[src/rtl/y_window_ctrl_if.sv]
// Pixel-side handshake and window-control bundle for y_window_ctrl.
// master: pixel source (drives in_valid/in_sof, observes everything else).
// slave : the controller (drives ready, line-buffer writes and window controls).
interface y_window_ctrl_if #(
  parameter int COLW = 10,
  parameter int ROWW = 9
);
  logic            in_valid;
  logic            in_sof;
  logic            in_ready;
  logic [4:0]      wr_en;
  logic [COLW-1:0] wr_addr;
  logic [COLW-1:0] rd_addr;
  logic [2:0]      hsel;
  logic            win_validin;
  logic [ROWW-1:0] out_row;
  logic            frame_done;
  logic            overrun;

  modport master (
    output in_valid, in_sof,
    input  in_ready, wr_en, wr_addr, rd_addr, hsel, win_validin, out_row,
           frame_done, overrun
  );

  modport slave (
    input  in_valid, in_sof,
    output in_ready, wr_en, wr_addr, rd_addr, hsel, win_validin, out_row,
           frame_done, overrun
  );
endinterface

[src/rtl/y_window_ctrl.sv]
// Purpose: counts raster columns/rows, steers pixel writes into a ring of five line
//   buffers and drives y_window hsel/validin/out_row, flushing the window at end of frame.
// Latency: writes combinational with the accepted pixel; window controls lag by 1 cycle.
// Backpressure: in_ready constant 1 by default (FLUSH pixels dropped, flagged on overrun);
//   with Y_WINDOW_CTRL_READY_EN defined, in_ready drops in FLUSH except for in_sof.
module y_window_ctrl #(
  parameter int WIDTH  = 640,
  parameter int HEIGHT = 480,
  parameter int COLW   = $clog2(WIDTH),
  parameter int ROWW   = $clog2(HEIGHT)
) (
  input logic            clock,
  input logic            reset,
  y_window_ctrl_if.slave bus
);

  typedef enum logic [1:0] {
    S_IDLE,
    S_FILL,
    S_RUN,
    S_FLUSH
  } state_t;

  localparam logic [COLW-1:0] COL_LAST   = COLW'(WIDTH - 1);
  localparam logic [ROWW-1:0] ROW_LAST   = ROWW'(HEIGHT - 1);
  // Rows 0..3 must be buffered before the first 5-row window exists.
  localparam logic [ROWW-1:0] ROW_FILLED = ROWW'(3);
  // Window centre sits two rows behind the row being written.
  localparam logic [ROWW-1:0] ROW_LAG    = ROWW'(2);
  localparam logic [2:0]      SEL_LAST   = 3'd4;
  // Depth of the y_window pipeline that has to be drained.
  localparam logic [2:0]      FLUSH_LEN  = 3'd5;

  state_t          r_state;
  state_t          w_state_nxt;
  logic [COLW-1:0] r_col;
  logic [COLW-1:0] w_col_nxt;
  logic [ROWW-1:0] r_row;
  logic [ROWW-1:0] w_row_nxt;
  logic [2:0]      r_wr_sel;
  logic [2:0]      w_wr_sel_nxt;
  logic [2:0]      r_fcnt;
  logic [2:0]      w_fcnt_nxt;
  logic [2:0]      r_hsel;
  logic [2:0]      w_hsel_nxt;
  logic            r_validin;
  logic            w_validin_nxt;
  logic [ROWW-1:0] r_out_row;
  logic [ROWW-1:0] w_out_row_nxt;
  logic            r_done;
  logic            w_done_nxt;
  logic            r_overrun;
  logic            w_overrun_nxt;

  logic            w_ready;
  logic            w_acc;
  logic            w_sof_acc;
  logic            w_pix_acc;
  logic            w_col_last;
  logic            w_row_last;
  logic [2:0]      w_sel_inc;
  logic [ROWW-1:0] w_row_inc;
  logic [4:0]      w_wr_en;
  logic [COLW-1:0] w_wr_addr;

`ifdef Y_WINDOW_CTRL_READY_EN
  // A new frame may always start, so in_sof overrides the FLUSH back-pressure.
  assign w_ready = (r_state != S_FLUSH) | bus.in_sof;
`else
  assign w_ready = 1'b1;
`endif

  // Reset gates acceptance so no write strobe escapes while reset is held.
  assign w_acc      = bus.in_valid & w_ready & reset;
  assign w_sof_acc  = w_acc & bus.in_sof;
  assign w_pix_acc  = w_acc & ~bus.in_sof & ((r_state == S_FILL) | (r_state == S_RUN));
  assign w_col_last = (r_col == COL_LAST);
  assign w_row_last = (r_row == ROW_LAST);
  assign w_sel_inc  = (r_wr_sel == SEL_LAST) ? 3'd0 : r_wr_sel + 3'd1;
  assign w_row_inc  = w_row_last ? '0 : r_row + ROWW'(1);

  // Write path: one-hot buffer select and column address for the pixel on the bus now.
  always_comb begin
    w_wr_en   = 5'b00000;
    w_wr_addr = r_col;
    if (w_sof_acc) begin
      w_wr_en   = 5'b00001;
      w_wr_addr = '0;
    end else if (w_pix_acc) begin
      w_wr_en = 5'b00001 << r_wr_sel;
    end
  end

  // Next-state, counters and the registered window controls.
  always_comb begin
    w_state_nxt   = r_state;
    w_col_nxt     = r_col;
    w_row_nxt     = r_row;
    w_wr_sel_nxt  = r_wr_sel;
    w_fcnt_nxt    = r_fcnt;
    w_hsel_nxt    = r_hsel;
    w_out_row_nxt = r_out_row;
    w_validin_nxt = 1'b0;
    w_done_nxt    = 1'b0;
    w_overrun_nxt = r_overrun;
    if (w_sof_acc) begin
      // The SOF pixel itself is (row 0, col 0) of buffer 0; the next one lands at col 1.
      w_state_nxt   = S_FILL;
      w_col_nxt     = COLW'(1);
      w_row_nxt     = '0;
      w_wr_sel_nxt  = '0;
      w_fcnt_nxt    = '0;
      w_overrun_nxt = 1'b0;
    end else begin
      case (r_state)
        S_IDLE: begin
          // Pixels outside a frame are silently discarded.
        end
        S_FILL, S_RUN: begin
          if (w_pix_acc) begin
            if (w_col_last) begin
              w_col_nxt    = '0;
              w_row_nxt    = w_row_inc;
              w_wr_sel_nxt = w_sel_inc;
            end else begin
              w_col_nxt = r_col + COLW'(1);
            end
            if (r_state == S_RUN) begin
              // Rotation one past the write buffer puts h2 on the buffer holding row L-2.
              w_validin_nxt = 1'b1;
              w_hsel_nxt    = w_sel_inc;
              w_out_row_nxt = r_row - ROW_LAG;
            end
            if ((r_state == S_FILL) && w_col_last && (r_row == ROW_FILLED)) begin
              w_state_nxt = S_RUN;
            end
            if ((r_state == S_RUN) && w_col_last && w_row_last) begin
              w_state_nxt = S_FLUSH;
              w_fcnt_nxt  = '0;
            end
          end
        end
        S_FLUSH: begin
          // hsel/out_row hold their last values while the pipeline drains.
          if (r_fcnt != FLUSH_LEN) begin
            w_validin_nxt = 1'b1;
            w_fcnt_nxt    = r_fcnt + 3'd1;
          end else begin
            w_done_nxt  = 1'b1;
            w_state_nxt = S_IDLE;
          end
`ifndef Y_WINDOW_CTRL_READY_EN
          // in_sof was handled above, so any valid here is a dropped pixel.
          if (bus.in_valid) begin
            w_overrun_nxt = 1'b1;
          end
`endif
        end
        default: begin
          w_state_nxt = S_IDLE;
        end
      endcase
    end
  end

  // State and output registers; everything returns to idle values on reset.
  always_ff @(posedge clock or negedge reset) begin
    if (!reset) begin
      r_state   <= S_IDLE;
      r_col     <= '0;
      r_row     <= '0;
      r_wr_sel  <= '0;
      r_fcnt    <= '0;
      r_hsel    <= 3'd1;
      r_validin <= 1'b0;
      r_out_row <= '0;
      r_done    <= 1'b0;
      r_overrun <= 1'b0;
    end else begin
      r_state   <= w_state_nxt;
      r_col     <= w_col_nxt;
      r_row     <= w_row_nxt;
      r_wr_sel  <= w_wr_sel_nxt;
      r_fcnt    <= w_fcnt_nxt;
      r_hsel    <= w_hsel_nxt;
      r_validin <= w_validin_nxt;
      r_out_row <= w_out_row_nxt;
      r_done    <= w_done_nxt;
      r_overrun <= w_overrun_nxt;
    end
  end

  assign bus.in_ready    = w_ready;
  assign bus.wr_en       = w_wr_en;
  assign bus.wr_addr     = w_wr_addr;
  assign bus.rd_addr     = w_wr_addr;
  assign bus.hsel        = r_hsel;
  assign bus.win_validin = r_validin;
  assign bus.out_row     = r_out_row;
  assign bus.frame_done  = r_done;
  assign bus.overrun     = r_overrun;

`ifndef SYNTHESIS
  // Internal invariants: ring indices stay in range and writes are never multi-hot.
  a_wr_en_onehot: assert property (@(posedge clock) disable iff (!reset) $onehot0(w_wr_en));
  a_sel_range:    assert property (@(posedge clock) disable iff (!reset) r_wr_sel <= SEL_LAST);
  a_hsel_range:   assert property (@(posedge clock) disable iff (!reset) r_hsel <= SEL_LAST);
  a_fcnt_range:   assert property (@(posedge clock) disable iff (!reset) r_fcnt <= FLUSH_LEN);
  a_done_quiet:   assert property (@(posedge clock) disable iff (!reset) r_done |-> !r_validin);
`endif

endmodule

[src/flat_wrapper.sv]
// flat-port wrapper written by rule: the top's interface ports become plain ports
module y_window_ctrl_flat 
#(
  parameter int WIDTH  = 640,
  parameter int HEIGHT = 480,
  parameter int COLW   = $clog2(WIDTH),
  parameter int ROWW   = $clog2(HEIGHT)
)
  (clock, reset, bus_in_valid, bus_in_sof, bus_in_ready, bus_wr_en, bus_wr_addr, bus_rd_addr, bus_hsel, bus_win_validin, bus_out_row, bus_frame_done, bus_overrun);
  y_window_ctrl_if #(.COLW(COLW), .ROWW(ROWW)) bus_i ();
  input logic clock;
  input logic reset;
  input wire logic [$bits(bus_i.in_valid)-1:0] bus_in_valid;
  input wire logic [$bits(bus_i.in_sof)-1:0] bus_in_sof;
  output wire logic [$bits(bus_i.in_ready)-1:0] bus_in_ready;
  output wire logic [$bits(bus_i.wr_en)-1:0] bus_wr_en;
  output wire logic [$bits(bus_i.wr_addr)-1:0] bus_wr_addr;
  output wire logic [$bits(bus_i.rd_addr)-1:0] bus_rd_addr;
  output wire logic [$bits(bus_i.hsel)-1:0] bus_hsel;
  output wire logic [$bits(bus_i.win_validin)-1:0] bus_win_validin;
  output wire logic [$bits(bus_i.out_row)-1:0] bus_out_row;
  output wire logic [$bits(bus_i.frame_done)-1:0] bus_frame_done;
  output wire logic [$bits(bus_i.overrun)-1:0] bus_overrun;
  assign bus_i.in_valid = bus_in_valid;
  assign bus_i.in_sof = bus_in_sof;
  assign bus_in_ready = bus_i.in_ready;
  assign bus_wr_en = bus_i.wr_en;
  assign bus_wr_addr = bus_i.wr_addr;
  assign bus_rd_addr = bus_i.rd_addr;
  assign bus_hsel = bus_i.hsel;
  assign bus_win_validin = bus_i.win_validin;
  assign bus_out_row = bus_i.out_row;
  assign bus_frame_done = bus_i.frame_done;
  assign bus_overrun = bus_i.overrun;
  y_window_ctrl #(.WIDTH(WIDTH), .HEIGHT(HEIGHT), .COLW(COLW), .ROWW(ROWW)) u_core (.clock(clock), .reset(reset), .bus(bus_i));
endmodule
[config.mk]
export PLATFORM = sky130hd
export DESIGN_NAME = y_window_ctrl_flat
export DESIGN_NICKNAME = d
export VERILOG_FILES = /design/src/rtl/y_window_ctrl_if.sv /design/src/rtl/y_window_ctrl.sv /design/src/flat_wrapper.sv
export SDC_FILE = /design/constraint.sdc
export NUM_CORES = 1
export LEC_CHECK = 0
export CORE_UTILIZATION = 48
export DETAILED_ROUTE_END_ITERATION = 10
export GPL_TIMING_DRIVEN = 0
export PLACE_DENSITY = 0.84
export SLEW_MARGIN = 20
export SYNTH_ARGS = -nofsm -noshare
export SYNTH_HDL_FRONTEND = slang
export SYNTH_SLANG_ARGS = --single-unit
export TNS_END_PERCENT = 100
[constraint.sdc]
create_clock -name clock -period 2.1 [get_ports clock]
set_input_delay 0.315 -clock clock [delete_from_list [all_inputs] [get_ports clock]]
set_output_delay 0.315 -clock clock [all_outputs]
set_load 0.1 [all_outputs]
==> impl_metrics.json, run 1 <==
{
  "outcome": "completed",
  "viasPerCell": 5.459,
  "drt_iter0_drc": 148,
  "cts.reportedPaths.clkPinSlew_ps": 80,
  "yosysWarningCount": 0,
  "die_y_um": 74.89,
  "relSlewSlack": 0.3527,
  "synthAdderAreaFrac": 0.08342,
  "io_buffer_count": 43,
  "io_pins": 45,
  "std_cell_rows": 26,
  "grt-ovfl-total": 0,
  "dp_slack_ps": -1635,
  "design_area_mm2": 0.003473,
  "fin_skew_ps": 3.263,
  "met3_usage": 0.05221,
  "area_growth_pct": 36.21,
  "rsz0062_at_grt": "yes",
  "finalNetCount": 362,
  "grt_util_met1": 0.2802,
  "clock-sinks": 42,
  "synth_compound_area_frac": 0.1423,
  "grt_max_degree": 22,
  "start_util": 0.4993,
  "wire_per_inst_um": 15.10,
  "numCtsBuffers": 5,
  "syn_nets": 295,
  "clk_latency_ps": 300,
  "fin_crit_sh": 0.9910,
  "placedCellCount": 388,
  "clock-root-buffer": "clkbuf_8",
  "cp.arrival_ps": 1770,
  "fp.dieW_um": 74.89,
  "setup_viol": 0,
  "layout_commonest_cell": "dfrtp_1",
  "synth_top_family_by_area": "simple AND/OR/NAND/NOR gates",
  "dr.pass1.iters": 4,
  "worstPathMaxFanout": 6,
  "synth_seq_cells": 42,
  "antenna_found_initial": 0,
  "synth-async-reset-ratio": 1.000,
  "synth_cell_types": 49,
  "worstSetupPathType": "register to primary output",
  "gp_congestion": 0.8851,
  "synth_edf_count": 0,
  "cts_tree": "done",
  "fin_ws_ps": 18.88,
  "worst_pin_slew_ps": 969.4,
  "placed_area_mm2": 0.003107,
  "die-area_mm2": 0.005608,
  "vdd_drop_max_mv": 0.8900,
  "layout_common_cells": "dfrtp_1 (39), buf_4 (31), nand2_1 (28)",
  "hpwl_um": 3990,
  "busiest_layer": "met2",
  "instances_no_fill": 412,
  "cap_violations": 0,
  "finalPower_mw": 4.982,
  "syn-cell-area_mm2": 0.002550,
  "synthCells": 274,
  "drc_errors": 0,
  "globalRouteMet2Util": 0.3824,
  "grt_pass1_vias": 2070,
  "grtUsageTotal": 0.2280,
  "slew_violations": 0,
  "avgSynthCellArea_um2": 9.306,
  "fin_crit_ps": 2081,
  "vias": 2249,
  "p_per_area_mw_per_mm2": 1434,
  "clockBufferDepth": 2,
  "synth_xor_area_frac": 0.04122,
  "yosys.area_share.simple": 0.2218,
  "required_ps": 1780,
  "layout-drive-gt1-share": 0.3099,
  "synthMuxAreaShare": 0.02208,
  "finalHoldViolations": 0,
  "core-area_mm2": 0.005107,
  "leakage_nw": 1.656,
  "hold_path_class": "primary input to async pin",
  "antennaDiodeCount": 0,
  "cts_htree_levels": 2,
  "synth-seq-area-share": 0.4127,
  "drtAntennaViolNets": 0,
  "grt_pass1_wl_um": 9584,
  "setup_tns_ps": 0,
  "ys.flop_type": "dfrtp_1",
  "start_kind": "register",
  "drt-total-wl_um": 6222,
  "max_freq_mhz": 480.5,
  "end_kind": "primary output"
}
area by class of cell:
type                       instances  area [µm²]
clock buffer                       5       68.82
buffer                            22       161.4
inverter                          10       37.54
timing repair buffer              60       626.9
fill                             380        1634
multi-input combinational        200        1396
tap                               70       87.58
sequential                        42        1055
clock inverter                     3       40.04
power by group:
group	internal [mW]	switching, mW
Sequential	1.07	0.216
Combinational	0.902	2.17
Clock	0.350	0.281
logic make-up after synthesis:
kind of cell	count (synthesis)
AOI/OAI and AO/OA	56
xor gates and xnor gates	12
adders and majority gates	17
buffers and inverters	32
DFF	42
muxes	5
other	1
and+or+nand+nor	109
synthesized netlist by cell type (2+ instances only):
| library cell | instances | area [µm²] |
|---|---|---|
| nor3b_1 | 6 | 45.04 |
| nand4_1 | 3 | 18.77 |
| clkbuf_1 | 4 | 15.01 |
| inv_1 | 10 | 37.54 |
| or3_1 | 2 | 12.51 |
| nor2_1 | 21 | 78.83 |
| nand3_1 | 15 | 75.07 |
| nor3_1 | 6 | 30.03 |
| a21oi_1 | 10 | 50.05 |
| and3_1 | 3 | 18.77 |
| o21ai_0 | 24 | 120.1 |
| dfrtp_1 | 41 | 1026 |
| nand2_1 | 29 | 108.9 |
| and2_2 | 2 | 15.01 |
| and2_1 | 12 | 75.07 |
| o211ai_1 | 2 | 15.01 |
| nor4_1 | 2 | 12.51 |
| mux2_2 | 5 | 56.30 |
| buf_4 | 12 | 90.09 |
| a21o_1 | 3 | 22.52 |
| xor2_1 | 2 | 17.52 |
| buf_2 | 2 | 10.01 |
| ha_1 | 17 | 212.7 |
| o31ai_1 | 5 | 37.54 |
| buf_6 | 3 | 33.78 |
| xnor2_1 | 10 | 87.58 |
registers in the layout, indices dropped and copies added, names as in the netlist:
signal,count
u_core.bus.frame_done,1
u_core.bus.hsel,3
u_core.bus.out_row,9
u_core.bus.overrun,1
u_core.bus.win_validin,1
u_core.r_col,10
u_core.r_fcnt,3
u_core.r_row,9
u_core.r_state,2
u_core.r_wr_sel,3
final timing paths:
| kind | startpoint | end | slack [ps] | cells after the start |
|---|---|---|---|---|
| max | u_core.r_state[0]$_DFFE_PN0P_ | bus_wr_en[0] | 20 | 7 |
| min | reset | u_core.r_fcnt[1]$_DFFE_PN0P_ | 50 | 2 |
| max reg2reg | u_core.r_col[8]$_DFFE_PN0P_ | u_core.r_row[7]$_DFFE_PN0P_ | 20 | 6 |
| min reg2reg | u_core.bus.hsel[2]$_DFFE_PN0P_ | u_core.bus.hsel[2]$_DFFE_PN0P_ | 480 | 1 |
| max in group asynchronous | reset | u_core.r_col[8]$_DFFE_PN0P_ | 740 | 2 |
| min in group clock | reset | u_core.r_col[0]$_DFFE_PN0P_ | 460 | 4 |
critical path, cell delays in order (launching register included):
cell and delay (ps):
dfrtp_1 380, inv_2 70, ha_4 290, nand4b_1 180, nor2_2 190, nand2_1 90
nand2_2 90, buf_12 170
metrics by stage:
stage                       util  hold WS (ps)
after CTS                 0.6661         45.12
after detailed placement  0.6083         329.5
after global routing      0.6801         47.78
after global placement    0.6039         464.4
final                     0.6801         53.07
after floorplan                -         19.41
repair_timing:
item | CTS | global route
gates cloned | 1 | 0
setup endpoints to repair | 62 | 31
pin swaps | 5 | 3
hold buffers | 3 | 0
gates resized for setup | 181 | 16
hold endpoints to repair | 21 | 0
setup buffers | 8 | 4
per-layer routing:
layer	part of all wire	up-vias	wire length, µm
met1	0.41	1070	2559
met3	0.055	17	343
met2	0.51	82	3169
met4	0.024	0	149
li1	-	1080	-
met5	0	-	0
Note: power is estimated with default switching activity, not from simulation.
==> inputs of run 2 (changes only) <==
CORE_MARGIN = 4   (was unset)
==> run 2 against run 1 <==
The flow now finishes with violations (setup timing). Die area rose by 17%. Hold slack got worse by 3.1 ps. Sequential cell count did not move. Sequential power barely moved. Critical endpoint is now u_core.r_row[7]$_DFFE_PN0P_. Combinational power barely moved. Global-route usage fell by 2.8 points. Largest power group unchanged.
==> impl_metrics.json, run 2 (same netlist as run 1, synthesis figures left out) <==
{
  "cap_violations": 0,
  "viasPerCell": 5.575,
  "largest_register_ffs": 10,
  "fillers": 408,
  "io_buffer_count": 43,
  "cp.arrival_ps": 2390,
  "hold_path_class": "primary input to async pin",
  "worstSetupPathType": "register to register",
  "outcome": "complete, but fails checks",
  "required_ps": 2330,
  "vdd_drop_max_mv": 1.062,
  "relSlewSlack": 0.3558,
  "drt_iter0_drc": 229,
  "leakage_nw": 1.622,
  "cts.reportedPaths.clkPinSlew_ps": 80,
  "vias": 2308,
  "dp_slack_ps": -1651,
  "setup_viol": 5,
  "layout_common_cells": "dfrtp_1 (39), buf_4 (33), nand2_1 (28)",
  "fin_crit_ps": 2158,
  "violations": "setup timing",
  "grt_max_degree": 22,
  "clockBufferDepth": 2,
  "grt-ovfl-total": 0,
  "cts_htree_levels": 2,
  "core-area_mm2": 0.005140,
  "fp.dieW_um": 80.89,
  "io_pins": 45,
  "fin_ws_ps": -58.13,
  "fin_skew_ps": 4.302,
  "clk_latency_ps": 300,
  "rr_worst_depth": 7,
  "antenna_found_initial": 0,
  "ff_latch_area_mm2": 0.001055,
  "start_util": 0.4961,
  "drt-total-wl_um": 6698,
  "finalNetCount": 364,
  "regMostFlops": "u_core.r_col",
  "p_per_area_mw_per_mm2": 1440,
  "layout-drive-gt1-share": 0.3110,
  "whs_ps": 50.01,
  "worstPathMaxFanout": 7,
  "rsz0062_at_grt": "yes",
  "die_y_um": 80.89,
  "antennaDiodeCount": 0,
  "setup_tns_ps": -126.2,
  "max_freq_mhz": 463.4,
  "drc_errors": 0,
  "area_growth_pct": 36.06,
  "hpwl_um": 4148,
  "worst_r2r_startpoint": "u_core.r_state[1]$_DFFE_PN0P_",
  "start_kind": "register",
  "drtAntennaViolNets": 0,
  "clock-root-buffer": "clkbuf_8",
  "fin_crit_sh": 1.028,
  "worst_pin_slew_ps": 963.3,
  "clock-sinks": 42,
  "grt_pass1_vias": 2239,
  "slew_violations": 0,
  "layout_commonest_cell": "dfrtp_1",
  "end_kind": "register",
  "multi_input_area_mm2": 0.001383,
  "regToRegEndpoint": "u_core.r_row[7]$_DFFE_PN0P_",
  "gp_congestion": 0.8682,
  "grt_pass1_wl_um": 10200,
  "wire_per_inst_um": 16.18,
  "std_cell_rows": 26,
  "numCtsBuffers": 5,
  "die-area_mm2": 0.006542,
  "grtUsageTotal": 0.2002,
  "rrSetupSlack_ps": -60,
  "cts_tree": "done",
  "dr.pass1.iters": 4,
  "finalHoldViolations": 0
}
run 2: metal layers:
metal | global-route usage | wire [µm] | vias up
met2 | 0.3596 | 3502 | 88
met5 | 0 | 0 | -
met4 | 0.08446 | 161 | 0
li1 | - | - | 1083
met1 | 0.2296 | 2659 | 1121
met3 | 0.04102 | 375 | 16
run 2: stage by stage:
| step | area [µm²] | power [mW] | utilization | instances |
|---|---|---|---|---|
| after CTS | 3366 | 4.878 | 0.6548 | 407 |
| after global routing | 3470 | 5.233 | 0.6750 | 414 |
| after floorplan | 2566 | 3.532 | - | 274 |
| after detailed placement | 3107 | 4.171 | 0.6044 | 388 |
| final | 3470 | 4.995 | 0.6750 | 414 |
| after global placement | 3084 | 4.100 | 0.6000 | 387 |
run 2: worst max-delay path by stage:
stage | from | to | depth (start not counted)
floorplan | u_core.r_state[1]$_DFFE_PN0P_ | bus_wr_en[4] | 4
global placement | reset | bus_wr_en[4] | 5
detailed placement | reset | bus_wr_en[4] | 6
CTS | u_core.r_col[7]$_DFFE_PN0P_ | u_core.r_row[7]$_DFFE_PN0P_ | 6
global route | u_core.r_state[1]$_DFFE_PN0P_ | u_core.r_row[7]$_DFFE_PN0P_ | 7
finish | u_core.r_state[1]$_DFFE_PN0P_ | u_core.r_row[7]$_DFFE_PN0P_ | 7
run 2: final cells by class:
class / instances / share of cell area
sequential: 42 / 0.3040
buffer: 22 / 0.04724
multi-input combinational: 200 / 0.3985
clock inverter: 3 / 0.01154
timing repair buffer: 62 / 0.1828
tap: 70 / 0.02524
inverter: 10 / 0.01082
clock buffer: 5 / 0.01983
run 2: where the power goes:
group	internal [mW]	total (mW)	leakage (nW)	switching, mW
clock	0.350	0.643	0.0579	0.292
sequential	1.07	1.28	0.544	0.218
combinational	0.882	3.07	1.02	2.19
run 2: worst max-delay path, cell delays in order (launching register included):
cell	delay, ps
dfrtp_1	400
inv_2	80
ha_4	300
o211ai_1	160
or2_0	290
buf_4	180
or4_1	530
a21oi_2	160
run 2: what timing repair did:
| action | 4_1_cts | 5_1_grt |
|---|---|---|
| cloned | 1 | 0 |
| endpoints found under the setup margin | 66 | 28 |
| hold buffers | 3 | 0 |
| hold endpoints to repair | 21 | 0 |
| pin swaps | 3 | 6 |
| setup buffers | 7 | 7 |
| gates resized for setup | 179 | 18 |
